`config.mk`:
```
export PLATFORM = sky130hd
export DESIGN_NAME = issue_controller
export DESIGN_NICKNAME = d
export VERILOG_FILES = /design/src/rtl/issue_controller_pkg.sv /design/src/rtl/scoreboard_bank.sv /design/src/rtl/issue_controller.sv
export SDC_FILE = /design/constraint.sdc
export NUM_CORES = 1
export LEC_CHECK = 0
export ABC_AREA = 1
export CAP_MARGIN = 20
export CORE_UTILIZATION = 40
export CTS_CLUSTER_DIAMETER = 30
export DETAILED_ROUTE_END_ITERATION = 8
export PLACE_DENSITY = 0.65
export SETUP_SLACK_MARGIN = 0.1
export SLEW_MARGIN = 20
export SYNTH_ARGS = -nofsm -noshare
export SYNTH_HDL_FRONTEND = slang
export SYNTH_HIERARCHICAL = 1
export SYNTH_SLANG_ARGS = --single-unit
export TNS_END_PERCENT = 5
```
`constraint.sdc`:
```
create_clock -name clk_i -period 2 [get_ports clk_i]
set_clock_uncertainty 0.15 [all_clocks]
set_input_delay 0.4 -clock clk_i [delete_from_list [all_inputs] [get_ports clk_i]]
set_output_delay 0.4 -clock clk_i [all_outputs]
set_load 0.02 [all_outputs]
```
`src/rtl/issue_controller_pkg.sv`:
```
// Shared definitions for the issue controller.
// Holds the FSM state encoding, the execute-unit busy levels and a small
// helper that turns a register address into a one-hot bitmap mask.
package issue_controller_pkg;

    // RUN issues normally, WAIT_EX holds for a multi-cycle unit, DRAIN waits
    // for all pending writes before a serializing instruction. Code 3 is never
    // entered and falls back to RUN.
    typedef enum logic [1:0] {
        ST_RUN     = 2'd0,
        ST_WAIT_EX = 2'd1,
        ST_DRAIN   = 2'd2,
        ST_UNUSED  = 2'd3
    } state_e;

    localparam logic EXECUTE_IS_WORKING  = 1'b1;
    localparam logic EXECUTE_NOT_WORKING = 1'b0;

    // One-hot mask for a 5-bit register address.
    function automatic logic [31:0] reg_mask(input logic [4:0] addr);
        reg_mask = 32'd1 << addr;
    endfunction

endpackage

```
`src/rtl/scoreboard_bank.sv`:
```
// Pending-write bitmap for one register file.
// Ports:
//   clk_i, rst_i            clock, asynchronous active-high reset
//   set_en_i / set_addr_i   mark a register as having a write in flight
//   clr_en_i / clr_addr_i   writeback completed for a register
//   bitmap_o                current pending bitmap (registered)
// ZERO_REG=1 pins bit 0 to zero (hard-wired x0 of the integer file).
// A set and a clear of the same bit on one edge leave the bit set: the new
// producer supersedes the retiring one.
module scoreboard_bank
    import issue_controller_pkg::*;
#(
    parameter logic ZERO_REG = 1'b0
) (
    input  logic        clk_i,
    input  logic        rst_i,
    input  logic        set_en_i,
    input  logic [4:0]  set_addr_i,
    input  logic        clr_en_i,
    input  logic [4:0]  clr_addr_i,
    output logic [31:0] bitmap_o
);

    logic [31:0] bitmap_r;
    logic [31:0] set_mask_s;
    logic [31:0] clr_mask_s;
    logic [31:0] keep_mask_s;
    logic [31:0] bitmap_next_s;

    // Next bitmap: clear first, then set, so set wins on a collision.
    always_comb begin
        set_mask_s    = set_en_i ? reg_mask(set_addr_i) : 32'd0;
        clr_mask_s    = clr_en_i ? reg_mask(clr_addr_i) : 32'd0;
        keep_mask_s   = ZERO_REG ? 32'hFFFF_FFFE : 32'hFFFF_FFFF;
        bitmap_next_s = ((bitmap_r & ~clr_mask_s) | set_mask_s) & keep_mask_s;
    end

    // Bitmap register.
    always_ff @(posedge clk_i or posedge rst_i) begin
        if (rst_i) begin
            bitmap_r <= 32'd0;
        end else begin
            bitmap_r <= bitmap_next_s;
        end
    end

    assign bitmap_o = bitmap_r;

endmodule

```
`src/rtl/issue_controller.sv`:
```
// In-order issue controller between decode and execute.
// Tracks pending register writes for the integer and float files, detects
// RAW/WAW hazards (with same-cycle writeback bypass for RAW), handles
// multi-cycle execute units and serializing instructions, and counts stall
// cycles with a saturating counter.
// Ports:
//   clk_i, rst_i                 clock, asynchronous active-high reset
//   coz_*                        decoded instruction and its register usage
//   execute_working_info_i       execute unit busy
//   writeback_*                  completing register write
//   flush_i                      kill the instruction in decode
//   yurut_gonder_o               issue strobe (combinational in RUN)
//   decode_working_info_o        decode stalled (valid && !issue)
//   int_bekleyen_o/float_bekleyen_o  pending-write bitmaps
//   durak_sayaci_o               saturating stall counter
//   durum_o                      FSM state
module issue_controller
    import issue_controller_pkg::*;
#(
    parameter int STALL_CNT_W = 16
) (
    input  logic                   clk_i,
    input  logic                   rst_i,
    input  logic                   coz_gecerli_i,
    input  logic [14:0]            coz_rs_i,
    input  logic [2:0]             coz_rs_kullan_i,
    input  logic [2:0]             coz_rs_float_i,
    input  logic [4:0]             coz_rd_i,
    input  logic                   coz_rd_yaz_i,
    input  logic                   coz_rd_float_i,
    input  logic                   coz_cok_cevrim_i,
    input  logic                   coz_serilestir_i,
    input  logic                   execute_working_info_i,
    input  logic                   writeback_enable_i,
    input  logic [4:0]             writeback_address_i,
    input  logic                   writeback_float_i,
    input  logic                   flush_i,
    output logic                   yurut_gonder_o,
    output logic                   decode_working_info_o,
    output logic [31:0]            int_bekleyen_o,
    output logic [31:0]            float_bekleyen_o,
    output logic [STALL_CNT_W-1:0] durak_sayaci_o,
    output logic [1:0]             durum_o
);

    state_e                 state_r;
    logic                   wait_entry_r;
    logic [STALL_CNT_W-1:0] stall_cnt_r;

    logic [31:0] int_bm_s;
    logic [31:0] fp_bm_s;
    logic        bitmaps_zero_s;
    logic        hazard_s;
    logic [4:0]  src_addr_s;
    logic        src_pend_s;
    logic        src_wb_hit_s;
    logic        issue_s;
    logic        stall_s;

    assign bitmaps_zero_s = (int_bm_s == 32'd0) && (fp_bm_s == 32'd0);

    // RAW on used sources (bypassed by a same-cycle writeback) plus WAW on rd.
    // Integer x0 never carries a pending bit, so it can never hazard.
    always_comb begin
        hazard_s     = 1'b0;
        src_addr_s   = 5'd0;
        src_pend_s   = 1'b0;
        src_wb_hit_s = 1'b0;
        for (int i = 0; i < 3; i++) begin
            src_addr_s   = coz_rs_i[i*5 +: 5];
            src_wb_hit_s = writeback_enable_i
                           && (writeback_float_i == coz_rs_float_i[i])
                           && (writeback_address_i == src_addr_s);
            if (coz_rs_float_i[i]) begin
                src_pend_s = fp_bm_s[src_addr_s];
            end else begin
                src_pend_s = int_bm_s[src_addr_s];
            end
            if (coz_rs_kullan_i[i] && src_pend_s && !src_wb_hit_s) begin
                hazard_s = 1'b1;
            end else begin
                hazard_s = hazard_s;
            end
        end
        if (coz_rd_yaz_i && (coz_rd_float_i ? fp_bm_s[coz_rd_i] : int_bm_s[coz_rd_i])) begin
            hazard_s = 1'b1;
        end else begin
            hazard_s = hazard_s;
        end
    end

    // Issue decision; reset forces both strobes low.
    always_comb begin
        issue_s = !rst_i
                  && (state_r == ST_RUN)
                  && coz_gecerli_i
                  && !hazard_s
                  && (execute_working_info_i != EXECUTE_IS_WORKING)
                  && !flush_i
                  && (!coz_serilestir_i || bitmaps_zero_s);
        stall_s = !rst_i && coz_gecerli_i && !issue_s;
    end

    scoreboard_bank #(.ZERO_REG(1'b1)) u_int_bank (
        .clk_i      (clk_i),
        .rst_i      (rst_i),
        .set_en_i   (issue_s && coz_rd_yaz_i && !coz_rd_float_i),
        .set_addr_i (coz_rd_i),
        .clr_en_i   (writeback_enable_i && !writeback_float_i),
        .clr_addr_i (writeback_address_i),
        .bitmap_o   (int_bm_s)
    );

    scoreboard_bank #(.ZERO_REG(1'b0)) u_float_bank (
        .clk_i      (clk_i),
        .rst_i      (rst_i),
        .set_en_i   (issue_s && coz_rd_yaz_i && coz_rd_float_i),
        .set_addr_i (coz_rd_i),
        .clr_en_i   (writeback_enable_i && writeback_float_i),
        .clr_addr_i (writeback_address_i),
        .bitmap_o   (fp_bm_s)
    );

    // Issue FSM. The execute busy flag may still reflect the previous
    // operation on the cycle WAIT_EX is entered, so that cycle is skipped.
    always_ff @(posedge clk_i or posedge rst_i) begin
        if (rst_i) begin
            state_r      <= ST_RUN;
            wait_entry_r <= 1'b0;
        end else begin
            case (state_r)
                ST_RUN: begin
                    if (issue_s && coz_cok_cevrim_i) begin
                        state_r      <= ST_WAIT_EX;
                        wait_entry_r <= 1'b1;
                    end else if (coz_gecerli_i && coz_serilestir_i
                                 && !bitmaps_zero_s && !flush_i) begin
                        state_r      <= ST_DRAIN;
                        wait_entry_r <= 1'b0;
                    end else begin
                        state_r      <= ST_RUN;
                        wait_entry_r <= 1'b0;
                    end
                end
                ST_WAIT_EX: begin
                    if (wait_entry_r) begin
                        state_r      <= ST_WAIT_EX;
                        wait_entry_r <= 1'b0;
                    end else if (execute_working_info_i == EXECUTE_NOT_WORKING) begin
                        state_r      <= ST_RUN;
                        wait_entry_r <= 1'b0;
                    end else begin
                        state_r      <= ST_WAIT_EX;
                        wait_entry_r <= 1'b0;
                    end
                end
                ST_DRAIN: begin
                    if (flush_i || bitmaps_zero_s) begin
                        state_r <= ST_RUN;
                    end else begin
                        state_r <= ST_DRAIN;
                    end
                    wait_entry_r <= 1'b0;
                end
                default: begin
                    state_r      <= ST_RUN;
                    wait_entry_r <= 1'b0;
                end
            endcase
        end
    end

    // Saturating stall-cycle counter.
    always_ff @(posedge clk_i or posedge rst_i) begin
        if (rst_i) begin
            stall_cnt_r <= {STALL_CNT_W{1'b0}};
        end else if (stall_s && (stall_cnt_r != {STALL_CNT_W{1'b1}})) begin
            stall_cnt_r <= stall_cnt_r + {{(STALL_CNT_W-1){1'b0}}, 1'b1};
        end else begin
            stall_cnt_r <= stall_cnt_r;
        end
    end

    assign yurut_gonder_o        = issue_s;
    assign decode_working_info_o = stall_s;
    assign int_bekleyen_o        = int_bm_s;
    assign float_bekleyen_o      = fp_bm_s;
    assign durak_sayaci_o        = stall_cnt_r;
    assign durum_o               = state_r;

endmodule

```
=== After elaboration in Yosys (flattened, before gate mapping) ===
Cells that the tools add are included.

* Register bits: 82
* Bits of input ports: 42
* Output and inout bits: 84
* Word-level logic and storage cells: 112

* $add $sub $neg: 1
* Order comparisons: 4
* Equality and inequality tests: 9
* Shifts and indexed selects: 2
* Mux-type cells: 36
* Bitwise gates (word level): 7
* Reduce and logical (&&, ||, !) cells: 48

{| class="wikitable"
|+ Operator list
! kind !! number
|-
| 32-bit two-way mux || 4
|-
| 32-bit AND || 2
|-
| 32-bit zero test || 2
|-
| 32-bit NOT || 2
|-
| 32-bit OR || 2
|-
| 1-bit by 5-bit << shifter with 32-bit output (first input constant) || 2
|-
| 1-bit binary-select mux with 5-bit select || 8
|-
| 1-bit logical AND || 32
|-
| 5-bit by 6-bit < comparator with 1-bit output (second input constant) || 4
|-
| 1-bit two-way mux || 20
|-
| 16-bit by 1-bit adder with 16-bit output (second input constant) || 1
|-
| 16-bit != test (second input constant) || 1
|-
| 5-bit == test || 3
|-
| 1-bit zero test || 11
|-
| 2-bit two-way mux || 3
|-
| 2-bit case mux with 3 select lines || 1
|-
| 1-bit == test || 3
|-
| 2-bit by 1-bit == test with 1-bit output (second input constant) || 1
|-
| 2-bit == test (second input constant) || 1
|-
| 2-bit zero test || 1
|-
| 1-bit logical OR || 2
|-
| 1-bit NOT || 1
|}

=== Longest topological paths before layout ===
Gate-level depths: netlist of the first run.

* Depth after elaboration: 18
* Mapped depth: 21
* Depth with buffers taken out: 18

=== Modules after synthesis ===
Netlist of the first run, hierarchy kept.

{| class="wikitable"
|+ By module, submodules not included
! module !! times used !! cells each !! area an instance (µm²) !! sequential area each (µm²)
|-
| issue_controller || 1 || 860 || 4,300.4 || 475.5
|-
| scoreboard_bank (u_float_bank) || 1 || 217 || 1,691.6 || 800.8
|-
| scoreboard_bank (u_int_bank) || 1 || 218 || 1,604.0 || 775.7
|}

=== Worst setup path before layout of the first run ===
OpenSTA, ideal clock, no wires.

* Path type: input-to-reg
* Start: in coz_rs_i[10]
* End: reg u_float_bank.bitmap_r[15] (netlist: u_float_bank/bitmap_o[15])
* Setup time: 0.065 ns
* Arrival time: 2.524 ns
* Required time: 1.785 ns
* Setup slack: -0.738 ns
* Cell stages on the path: 21
* Buffers on the path: 3
* Cells stage by stage: buf_2 clkinv_2 buf_4 nand2_1 nand3_1 nand3_1 nand3_1 nand2_1 nand2_1 nand3_1 nand2_1 nand2_1 o211ai_1 nor2_1 nand2_1 nor2_1 inv_1 nor2_2 buf_4 nand2_1 nand2_1

* Word-level cells in the longest chain between the ends: 16
* Elaborated cells on any way between the ends: 21
* Those cells by class: eq/ne: 1; mux: 8; bitwise: 1; reduce/logical: 11

{| class="wikitable"
|+ Ends and longest elaborated chain
! what !! RTL line !! RTL
|-
| start: declaration || issue_controller.sv:25 || <nowiki>input logic [14:0] coz_rs_i,</nowiki>
|-
| 1-bit binary-select mux with 5-bit select, on equally long branches || issue_controller.sv:77, issue_controller.sv:75 ||
|-
| 1-bit two-way mux, on equally long branches || issue_controller.sv:77, issue_controller.sv:75 ||
|-
| 1-bit two-way mux || issue_controller.sv:74 || <nowiki>if (coz_rs_float_i[i]) begin</nowiki>
|-
| 1-bit logical AND || issue_controller.sv:79 || <nowiki>if (coz_rs_kullan_i[i] && src_pend_s && !src_wb_hit_s) begin</nowiki>
|-
| 1-bit logical AND (*) || issue_controller.sv:79 ||
|-
| 1-bit two-way mux (*) || issue_controller.sv:79 ||
|-
| 1-bit two-way mux (*) || issue_controller.sv:85 || <nowiki>if (coz_rd_yaz_i && (coz_rd_float_i ? fp_bm_s[coz_rd_i] : int_bm_s[coz_rd_i])) begin</nowiki>
|-
| 1-bit zero test (*) || issue_controller.sv:97 || <nowiki>&& !hazard_s</nowiki>
|-
| 1-bit logical AND (*) || issue_controller.sv:97 ||
|-
| 1-bit logical AND (*) || issue_controller.sv:98 || <nowiki>&& (execute_working_info_i != EXECUTE_IS_WORKING)</nowiki>
|-
| 1-bit logical AND (*) || issue_controller.sv:99 || <nowiki>&& !flush_i</nowiki>
|-
| 1-bit logical AND (*) || issue_controller.sv:100 || <nowiki>&& (!coz_serilestir_i || bitmaps_zero_s);</nowiki>
|-
| named net yurut_gonder_o || issue_controller.sv:38 || <nowiki>output logic yurut_gonder_o,</nowiki>
|-
| 1-bit logical AND (*) (2 in series) || issue_controller.sv:117 || <nowiki>.set_en_i (issue_s && coz_rd_yaz_i && coz_rd_float_i),</nowiki>
|-
| 32-bit two-way mux (*) || scoreboard_bank.sv:32 || <nowiki>set_mask_s = set_en_i ? reg_mask(set_addr_i) : 32'd0;</nowiki>
|-
| 32-bit OR (*) || scoreboard_bank.sv:35 || <nowiki>bitmap_next_s = ((bitmap_r & ~clr_mask_s) | set_mask_s) & keep_mask_s;</nowiki>
|-
| named net u_float_bank.bitmap_next_s[15] || scoreboard_bank.sv:28 || <nowiki>logic [31:0] bitmap_next_s;</nowiki>
|-
| end signal: assignment || scoreboard_bank.sv:43 || <nowiki>bitmap_r <= bitmap_next_s;</nowiki>
|-
| end: declaration || scoreboard_bank.sv:24 || <nowiki>logic [31:0] bitmap_r;</nowiki>
|}

Mark *: on every way through the listed nets, which the timed path passes. The rest lies on a longest branch. The select of a mux whose other input is x is not followed.
A chain may end at the register's enable or synchronous reset.

=== Worst setup path after layout of the first run ===
* Start: reg u_float_bank.bitmap_r[20] (netlist: u_float_bank/bitmap_o[20])
* End: out decode_working_info_o

* Word-level cells in the longest chain between the ends: 16
* Elaborated cells on any way between the ends: 33
* Those cells by class: mux: 16; reduce/logical: 17

{| class="wikitable"
|+ Ends and longest elaborated chain
! what !! RTL line !! RTL
|-
| 1-bit binary-select mux with 5-bit select || issue_controller.sv:75 || <nowiki>src_pend_s = fp_bm_s[src_addr_s];</nowiki>
|-
| 1-bit two-way mux (not written as such) || issue_controller.sv:75 ||
|-
| 1-bit two-way mux || issue_controller.sv:74 ||
|-
| 1-bit logical AND (2 in series) || issue_controller.sv:79 ||
|-
| 1-bit two-way mux (3 in series) || issue_controller.sv:79 ||
|-
| 1-bit two-way mux || issue_controller.sv:85 ||
|-
| 1-bit zero test || issue_controller.sv:97 ||
|-
| 1-bit logical AND || issue_controller.sv:97 ||
|-
| 1-bit logical AND || issue_controller.sv:98 ||
|-
| 1-bit logical AND || issue_controller.sv:99 ||
|-
| 1-bit logical AND (*) || issue_controller.sv:100 ||
|-
| 1-bit zero test (*) || issue_controller.sv:101 || <nowiki>stall_s = !rst_i && coz_gecerli_i && !issue_s;</nowiki>
|-
| 1-bit logical AND (*) || issue_controller.sv:101 ||
|-
| end: declaration || issue_controller.sv:39 || <nowiki>output logic decode_working_info_o,</nowiki>
|}

Every way passes the cells marked *; elsewhere a longest branch is shown, timed or not. The select of a mux whose other input is x is not followed.

==> run_results.csv, run 1 <==
group,metric,value,unit
run_status,status,"finished, violations left",
run_status,violations,"negative setup slack",
clock_tree,hold_buffers,0,
synth,yosysTopAreaCellShare,27.13,%
routing,vias,10150,
routing,drt-initial-drc-count,1145,
worst_setup_path,reg2regPathDepth,18,
place,gp_congestion,0.9835,
synth,synth-edff-count,0,
worst_setup_path,timing.rr.start,"u_int_bank/bitmap_o[2]",
final_layout,fin_nets,1625,
synth,synthTopCellsByCount,"nand2_1, nand3_1, dfrtp_1, nor2_1, inv_1",
floorplan,io_pins,126,
sta,hold_viol,0,
clock_tree,cts-buffers-inserted,9,
place,dp_hpwl,23710,microns
worst_setup_path,end_kind,"output pin",
synth,synth_cells,1295,
place,io_buffer_count,124,
synth,avgSynthCellArea,5.866,sq um
sta,rsz0062_at_grt,"yes",
final_layout,drive_above_1_share,26.15,%
clock_tree,cts.sinks,82,
worst_setup_path,setup.worst_path.start,"u_float_bank/bitmap_o[20]",
floorplan,dieArea,19550,sq um
sta,setup_slack,-0.7873,ns
synth,yosys_warnings,6,
clock_tree,htreeDepth,3,
routing,wl_per_cell,17.72,microns
clock_tree,cts_root_buffer,"clkbuf_16",
synth,ys_async_sr_fraction,100.0,%
floorplan,start_util,40.74,%
global_route,track_usage,33.38,%
sta,slew_violations,0,
final_layout,utilization,59.79,%
power_and_ir_drop,p_leak,5.662,nW
worst_setup_path,r2r_end,"u_float_bank/bitmap_o[13]",
sta,post-route-period-util,139.4,%
final_layout,fillCellCount,1824,
routing,avgViaCountPerCell,5.574,
worst_setup_path,crit_path_end,"decode_working_info_o",
synth,yosysTopAreaCell,"nand2_1",
synth,synth_area,7596,sq um
sta,timing.setup.tns,-49.43,ns
run,max-cap-violations,0,
place,post-place-ws,-1.586,ns
worst_setup_path,critPathKind,"flop to output pin",
routing,wirelength,32260,microns
worst_setup_path,required,1.45,ns
sta,max_freq,0.3588,GHz
worst_setup_path,regToRegSetupSlack,-0.77,ns
floorplan,core,18640,sq um
sta,setup_viol_count_final,83,
synth,synth_flop_cell,"dfrtp_1",
power_and_ir_drop,ir_drop,375.9,uV
synth,ys_seq_area_share,27.01,%
routing,drc,0,
clock_tree,tritoncts,"yes",
synth,synth-seq-cells,82,
worst_setup_path,crit_fanout,5,
clock_tree,cts.clk_slew.worst_paths,0.06,ns
floorplan,fp-row-count,50,
synth,synth_cell_types,38,
global_route,grt_pass1_wl,50990,microns
final_layout,final_cell_area,11150,sq um
clock_tree,max-clock-path-buffers,2,
synth,synth.most_common_cell,"nand2_1",
worst_hold_path,hold_path_class,"primary input to asynchronous set/reset pin",
sta,hold_ws,0.2964,ns
worst_setup_path,cp.arrival,2.24,ns
final_layout,antenna-diode-count,0,
global_route,gr-total-overflow,0,
global_route,antenna_found_initial,0,
global_route,grt_pass1_vias,9259,
global_route,grt_max_degree,33,
power_and_ir_drop,powerDensity,442.5,nW/um^2
floorplan,die_x,139.8,microns
sta,min_period,2.787,ns
routing,drt_first_pass_iters,6,
routing,ant_nets,0,
synth,synthTopCellsByArea,"nand2_1, dfrtp_1, nand3_1",
floorplan,die_h,139.8,microns
final_layout,area_growth,46.73,%
synth,syn_nets,1338,
clock_tree,clk_latency,0.34,ns
worst_setup_path,critPathLaunchType,"flop",
place,placed_cell_area,10530,sq um
-- metal layers --
layer	share of wire [%]	GRT usage [%]
met5	0	0
met4	4.6	17.06
met3	10	5.850
met2	43	50.18
met1	42	45.78
-- worst min-delay path by stage --
stage,start,end,slack (ns),depth (start not counted)
6_report,rst_i,wait_entry_r,0.30,3
5_1_grt,rst_i,wait_entry_r,0.32,3
4_1_cts,rst_i,wait_entry_r,0.27,3
3_5_place_dp,wait_entry_r,durum_o[0],0.34,2
3_3_place_gp,wait_entry_r,durum_o[0],0.33,2
2_1_floorplan,rst_i,durak_sayaci_o[0],0.20,1
-- timing repair --
action                     CTS  global route
pin swaps                   58            24
gates cloned                 6             0
buffers inserted             7             7
setup endpoints to repair  164            84
gates resized for setup    209            28
-- placed cells by master (no fill, tap or decap), types with 15 or more instances in the layout --
cell type / count
nand2_1: 535
nand3_1: 240
buf_4: 209
nor2_1: 71
dlygate4sd2_1: 61
inv_1: 57
dfrtp_2: 49
nand4_1: 41
dfrtp_1: 33
clkdlybuf4s50_1: 25
buf_12: 24
o21ai_0: 21
o21ai_1: 19
nor2_2: 18
inv_2: 17
nand3_2: 15
xor2_1: 15
-- final cells by class --
type	count	area [sq um]	area share (%)
Timing Repair Buffer	343	3093	27.75
Clock buffer	10	229.0	2.054
Timing Repair inverter	2	16.27	0.1459
Sequential cell	82	2113	18.96
Tap cell	234	292.8	2.627
Clock inverter	6	67.56	0.6062
Inverter	85	369.1	3.312
Multi-Input combinational cell	1059	4965	44.54
-- worst max-delay path, cell delays in order (launching register included) --
cell	delay (ns)
dfrtp_2	0.52
inv_1	0.10
o21ai_1	0.14
nand3_1	0.08
nand3_1	0.10
nand2_2	0.09
nand2_1	0.07
nand3_1	0.08
nand2_2	0.08
nand2_2	0.06
o211ai_1	0.08
buf_4	0.16
nor2_4	0.05
nor3_2	0.15
buf_4	0.16
-- through the flow --
stage,cells,power (W)
CTS,1814,0.004903
global route,1821,0.005136
finish,1821,0.004931
global placement,1785,0.003200
floorplan,1295,0.002569
detailed placement,1785,0.003214
-- flip-flops by register name (all words and copies together), names as in the netlist --
signal                 count
durum_o                    2
u_int_bank/bitmap_o       31
wait_entry_r               1
u_float_bank/bitmap_o     32
durak_sayaci_o            16
-- kinds of logic after synthesis --
group | after synthesis | share of synthesized area (%)
AND/OR/NAND/NOR | 968 | 55.56
AO/OA/AOI/OAI | 67 | 4.711
XOR/XNOR | 22 | 2.537
other | 1 | 0.04937
buffers and inverters | 154 | 9.965
adder cells (fa/ha/maj) | 1 | 0.1647
flip-flops | 82 | 27.01
-- power by group --
| part | switching (W) | total (W) | internal, W |
|---|---|---|---|
| Sequential | 0.0000692 | 0.00178 | 0.00171 |
| Clock | 0.000703 | 0.00167 | 0.000970 |
| Combinational | 0.000864 | 0.00148 | 0.000613 |
Power figures use the tool's default switching activity.
==> run 2: changes to the inputs <==
==> constraint.sdc (replaced) <==
create_clock -name clk_i -period 2 [get_ports clk_i]
set_clock_uncertainty 0.15 [all_clocks]
set_input_delay 0.2 -clock clk_i [delete_from_list [all_inputs] [get_ports clk_i]]
set_output_delay 0.2 -clock clk_i [all_outputs]
set_load 0.02 [all_outputs]
==> run 2 against run 1 <==
The flow still finishes with violations (negative setup slack). Fmax up 0.18%. Register-to-register slack better by 0.07 ns. Via count down 0.56%. Flip-flop and latch count unchanged. Clock power up 7%. Combinational power down 3%. Hold slack worse by 0.16 ns.
==> run_results.csv, run 2 (synthesis results as in run 1) <==
group,metric,value,unit
run_status,status,"finished, violations left",
run_status,violations,"negative setup slack",
final_layout,fillCellCount,1828,
global_route,grt_max_degree,34,
clock_tree,htreeDepth,3,
routing,ant_nets,0,
final_layout,fin_nets,1631,
final_layout,layout_commonest_cell,"nand2_1",
final_layout,area_growth,46.61,%
sta,setup_slack,-0.7824,ns
routing,drc,0,
routing,wl_per_cell,18.15,microns
floorplan,start_util,40.74,%
final_layout,antenna-diode-count,0,
floorplan,core,18640,sq um
worst_setup_path,cp.arrival,2.43,ns
final_layout,final_cell_area,11140,sq um
global_route,met1_usage,45.91,%
global_route,grt_pass1_wl,50960,microns
sta,hold_viol,0,
floorplan,die_h,139.8,microns
final_layout,multi_input_area,4868,sq um
global_route,met3_usage,6.401,%
global_route,grt_busiest_layer,"met2",
sta,min_period,2.782,ns
worst_setup_path,required,1.65,ns
place,io_buffer_count,124,
sta,setup_viol_count_final,83,
global_route,antenna_found_initial,0,
sta,max_freq,0.3594,GHz
run,max-cap-violations,0,
clock_tree,cts-buffers-inserted,9,
final_layout,layout_common_cells,"nand2_1, nand3_1, buf_4",
place,gp_congestion,0.9563,
global_route,use_met2,51.68,%
worst_setup_path,crit_fanout,5,
clock_tree,cts.clk_slew.worst_paths,0.07,ns
final_layout,ff_latch_area,2126,sq um
place,dp_hpwl,23310,microns
worst_setup_path,critPathKind,"flop to output pin",
clock_tree,max-clock-path-buffers,2,
floorplan,die_x,139.8,microns
clock_tree,cts_root_buffer,"clkbuf_16",
place,post-place-ws,-1.233,ns
sta,rsz0062_at_grt,"yes",
floorplan,io_pins,126,
global_route,gr-total-overflow,0,
power_and_ir_drop,powerDensity,451.4,nW/um^2
sta,timing.setup.tns,-50.63,ns
clock_tree,hold_buffers,0,
clock_tree,clk_latency,0.36,ns
worst_setup_path,end_kind,"output pin",
sta,slew_violations,0,
sta,post-route-period-util,139.1,%
routing,drt_first_pass_iters,6,
worst_setup_path,worst_path_largest_cell_delay,0.48,ns
final_layout,largest_reg_flops,32,
routing,vias,10090,
worst_hold_path,hold_path_class,"primary input to asynchronous set/reset pin",
global_route,track_usage,33.95,%
clock_tree,tritoncts,"yes",
final_layout,drive_above_1_share,24.36,%
floorplan,dieArea,19550,sq um
worst_setup_path,worstPathCellList,"nor2_1 > nand4_1 > or2_1 > nor2_2 > nand2_2 > nand2_2 > nand4_1 > nor2_4 > buf_6 > nor3_2 > buf_4",
floorplan,fp-row-count,50,
routing,avgViaCountPerCell,5.525,
power_and_ir_drop,p_leak,5.655,nW
global_route,grt_pass1_vias,9296,
worst_setup_path,critPathLaunchType,"flop",
place,placed_cell_area,10410,sq um
routing,drt-initial-drc-count,1287,
power_and_ir_drop,ir_drop,418.1,uV
routing,wirelength,33160,microns
clock_tree,cts.sinks,82,
worst_setup_path,critPathSlowestCell,"dfrtp_2",
run 2: changes by cell type in the layout (fill, tap and decap cells not counted), sizes merged:
cell | before | now
bufbuf | 0 | 1
clkinvlp | 3 | 2
clkdlybuf4s15 | 4 | 0
buf | 250 | 239
clkinv | 7 | 4
dlygate4sd2 | 61 | 39
dlymetal6s2s | 1 | 8
clkbuf | 12 | 10
clkdlybuf4s50 | 25 | 63
inv | 82 | 85
run 2: area by class of cell:
type	count	area share (%)
Tap cell	234	2.629
Clock inverter	7	0.7640
Multi-Input combinational cell	1059	43.71
Inverter	85	3.168
Sequential cell	82	19.09
Clock buffer	9	2.022
Timing Repair Buffer	351	28.61
run 2: final timing paths:
| kind | from | end | slack (ns) | depth (start not counted) |
|---|---|---|---|---|
| worst max-delay path | u_int_bank/bitmap_o[4] | decode_working_info_o | -0.78 | 11 |
| worst min register to register | durak_sayaci_o[15] | durak_sayaci_o[15] | 0.36 | 2 |
| worst max register to register | u_int_bank/bitmap_o[4] | u_int_bank/bitmap_o[2] | -0.70 | 15 |
| worst min-delay path | rst_i | durak_sayaci_o[12] | 0.14 | 3 |
| max in group asynchronous | rst_i | u_int_bank/bitmap_o[20] | 1.04 | 4 |
| min in group clk_i | coz_rd_i[0] | u_float_bank/bitmap_o[5] | 0.26 | 6 |
run 2: through the flow:
stage          power [W]  instances  util, %  hold slack, ns
2_1_floorplan   0.002541       1295        -        0.001132
3_3_place_gp    0.003157       1778    55.83          0.3343
3_5_place_dp    0.003169       1778    55.83          0.3382
4_1_cts         0.004991       1811    58.53          0.1341
5_1_grt         0.005245       1827    59.74          0.1773
6_report        0.005027       1827    59.74          0.1405
run 2: power breakdown:
part	internal, W	leakage [nW]	switching [W]
Sequential	0.00171	1.04	0.0000831
Combinational	0.000615	4.47	0.000826
Clock	0.000992	0.146	0.000800
run 2: worst max-delay path, delay by kind of cell, from the launching register on:
kind                   cells  cell delay (ns)
buffers and inverters      2             0.29
DFF                        1             0.48
and+or+nand+nor            9             1.28
run 2: timing repair:
action | 4_1_cts | 5_1_grt
setup buffers | 16 | 15
pin swaps | 18 | 15
endpoints found under the setup margin | 139 | 97
gates resized for setup | 115 | 34
cloned | 1 | 1
run 2: routing by layer:
layer  vias up  part of all wire, %
met5         -                    0
met3       103                   11
met1      4550                   41
li1       4806                    -
met2       635                   44
met4         0                  4.2
==> run 3: changes to the inputs <==
Settings changed: MAX_ROUTING_LAYER set to met4.
==> run 3 against run 2 <==
The run still ends with negative setup slack left. Clock-buffer cell count unchanged. Via count about the same. Clock power increased by 6%. Register-to-register slack got worse by 0.06 ns. Worst setup slack improved by 0.025 ns. Critical endpoint is now u_float_bank/bitmap_o[8]. Largest cell class unchanged. Largest power group is now clock. Highest routed layer unchanged.
==> run_results.csv, run 3 (synthesis results as in run 1) <==
group,metric,value,unit
run_status,status,"finished, violations left",
run_status,violations,"negative setup slack",
routing,drt-initial-drc-count,1442,
floorplan,start_util,40.74,%
floorplan,dieArea,19550,sq um
clock_tree,cts.clk_slew.worst_paths,0.07,ns
sta,max_freq,0.3627,GHz
power_and_ir_drop,p_sw,0.001698,W
clock_tree,clk_latency,0.36,ns
routing,avgViaCountPerCell,5.514,
global_route,gr-total-overflow,0,
place,gp_congestion,0.9626,
sta,setup_viol_count_final,83,
global_route,grt_pass1_wl,50830,microns
power_and_ir_drop,p_total,0.005182,W
worst_setup_path,required,2.14,ns
power_and_ir_drop,ir_drop,430.3,uV
global_route,grt_pass1_vias,9237,
power_and_ir_drop,comb_power_share,29.3,%
sta,setup_slack,-0.7570,ns
place,place_inst,1782,
floorplan,io_pins,126,
sta,post-route-period-util,137.9,%
final_layout,drive_above_1_share,25.91,%
power_and_ir_drop,seqPwrFrac,34.2,%
final_layout,layout_common_cells,"nand2_1, nand3_1, buf_4",
clock_tree,cts_root_buffer,"clkbuf_16",
clock_tree,tritoncts,"yes",
worst_setup_path,critPathLaunchType,"flop",
clock_tree,cts-buffers-inserted,9,
global_route,grt_max_degree,40,
power_and_ir_drop,pwr-share-clk,36.4,%
final_layout,ff_latch_area,2127,sq um
place,dp_hpwl,23670,microns
final_layout,fin_cells,1832,
routing,drc,0,
worst_setup_path,regToRegSetupSlack,-0.76,ns
clock_tree,max-clock-path-buffers,2,
worst_setup_path,r2r_end,"u_float_bank/bitmap_o[8]",
clock_tree,htreeDepth,3,
power_and_ir_drop,p_leak,5.845,nW
routing,drt_first_pass_iters,6,
worst_setup_path,end_kind,"flop",
sta,rsz0062_at_grt,"yes",
floorplan,die_x,139.8,microns
power_and_ir_drop,powerDensity,456.5,nW/um^2
global_route,antenna_found_initial,0,
final_layout,antenna-diode-count,0,
sta,slew_violations,0,
worst_setup_path,cp.arrival,2.90,ns
run,max-cap-violations,0,
place,io_buffer_count,124,
power_and_ir_drop,swShare,32.77,%
worst_setup_path,timing.rr.start,"u_int_bank/bitmap_o[10]",
worst_hold_path,hold_path_class,"primary input to asynchronous set/reset pin",
final_layout,multi_input_area,4933,sq um
worst_setup_path,reg2regPathDepth,16,
final_layout,fin_nets,1636,
final_layout,fillCellCount,1781,
floorplan,die_h,139.8,microns
sta,min_period,2.757,ns
final_layout,layout_commonest_cell,"nand2_1",
routing,vias,10100,
worst_setup_path,critPathKind,"flop to flop",
sta,hold_viol,0,
routing,ant_nets,0,
floorplan,fp-row-count,50,
global_route,track_usage,34.53,%
power_and_ir_drop,internal_power,0.003483,W
routing,wl_per_cell,18.04,microns
floorplan,core,18640,sq um
final_layout,area_growth,49.43,%
routing,wirelength,33050,microns
clock_tree,cts.sinks,82,
worst_setup_path,crit_fanout,16,
final_layout,largest_reg_flops,32,
run 3: cell count changes in the layout (fill, tap and decap cells not counted), moves of 6 or more:
| cell | before | now |
|---|---|---|
| nand2_2 | 8 | 18 |
| buf_6 | 10 | 16 |
| dlygate4sd2_1 | 39 | 24 |
| nand2_1 | 541 | 531 |
| dlymetal6s2s_1 | 8 | 19 |
run 3: worst max-delay path by stage:
stage | from | endpoint | slack, ns | cells past startpoint
global route | u_int_bank/bitmap_o[10] | u_int_bank/bitmap_o[4] | -0.86 | 20
CTS | coz_rs_i[0] | decode_working_info_o | -0.66 | 16
finish | u_int_bank/bitmap_o[10] | u_float_bank/bitmap_o[8] | -0.76 | 16
global placement | coz_rs_i[0] | decode_working_info_o | -1.26 | 17
detailed placement | coz_rs_i[2] | decode_working_info_o | -1.24 | 14
floorplan | u_int_bank/bitmap_o[4] | u_float_bank/bitmap_o[9] | -0.29 | 15
run 3: power groups by stage:
stage	combinational, W	clock, W	sequential [W]
after floorplan	0.000672	0	0.00187
after global placement	0.00140	0	0.00180
after detailed placement	0.00142	0	0.00180
after CTS	0.00146	0.00191	0.00177
after global routing	0.00164	0.00197	0.00178
final	0.00152	0.00189	0.00177
run 3: final cells by class:
| type | count | area share (%) |
|---|---|---|
| Clock buffer | 9 | 1.984 |
| Clock inverter | 7 | 0.9480 |
| Inverter | 85 | 3.097 |
| Multi-Input combinational cell | 1059 | 43.46 |
| Sequential cell | 82 | 18.74 |
| Tap cell | 234 | 2.579 |
| Timing Repair Buffer | 356 | 29.19 |
run 3: timing repair:
item                                    4_1_cts  5_1_grt
pin swaps                                    20       37
gates resized for setup                     106       71
setup buffers                                22        8
endpoints found under the setup margin      129      104
cloned                                        2        2
hold buffers                                  0        0
run 3: worst max-delay path, stage by stage, from the launching register on:
cell and delay [ns]:
dfrtp_2 0.45, buf_6 0.13, nor2_1 0.09, nand4_1 0.11, or2_0 0.22, nor2_2 0.15, nand2_2 0.11, nand2_2 0.08
nand4_1 0.17, nor2_4 0.24, nand2_2 0.11, nor2_1 0.13, inv_1 0.09, nor2_4 0.10, buf_12 0.15, nand4_1 0.10
nand2_1 0.11
run 3: routing by layer:
| metal | global-route usage [%] | vias up | part of all wire (%) |
|---|---|---|---|
| met5 | - | - | 0 |
| met4 | 13.82 | 0 | 3.5 |
| met3 | 8.500 | 100 | 10 |
| met2 | 52.08 | 592 | 45 |
| met1 | 44.13 | 4592 | 42 |
| li1 | - | 4818 | - |
run 3: stage by stage:
stage,setup WS (ns),utilization (%),area (sq um),TNS [ns],hold WS [ns]
floorplan,-0.2859,-,7677,-14.73,0.001132
global placement,-1.260,56.12,10460,-76.40,0.3215
detailed placement,-1.244,56.12,10460,-78.16,0.3401
CTS,-0.6561,59.29,11050,-41.11,0.2253
global route,-0.8555,60.89,11350,-58.51,0.2831
finish,-0.7570,60.89,11350,-50.04,0.2349
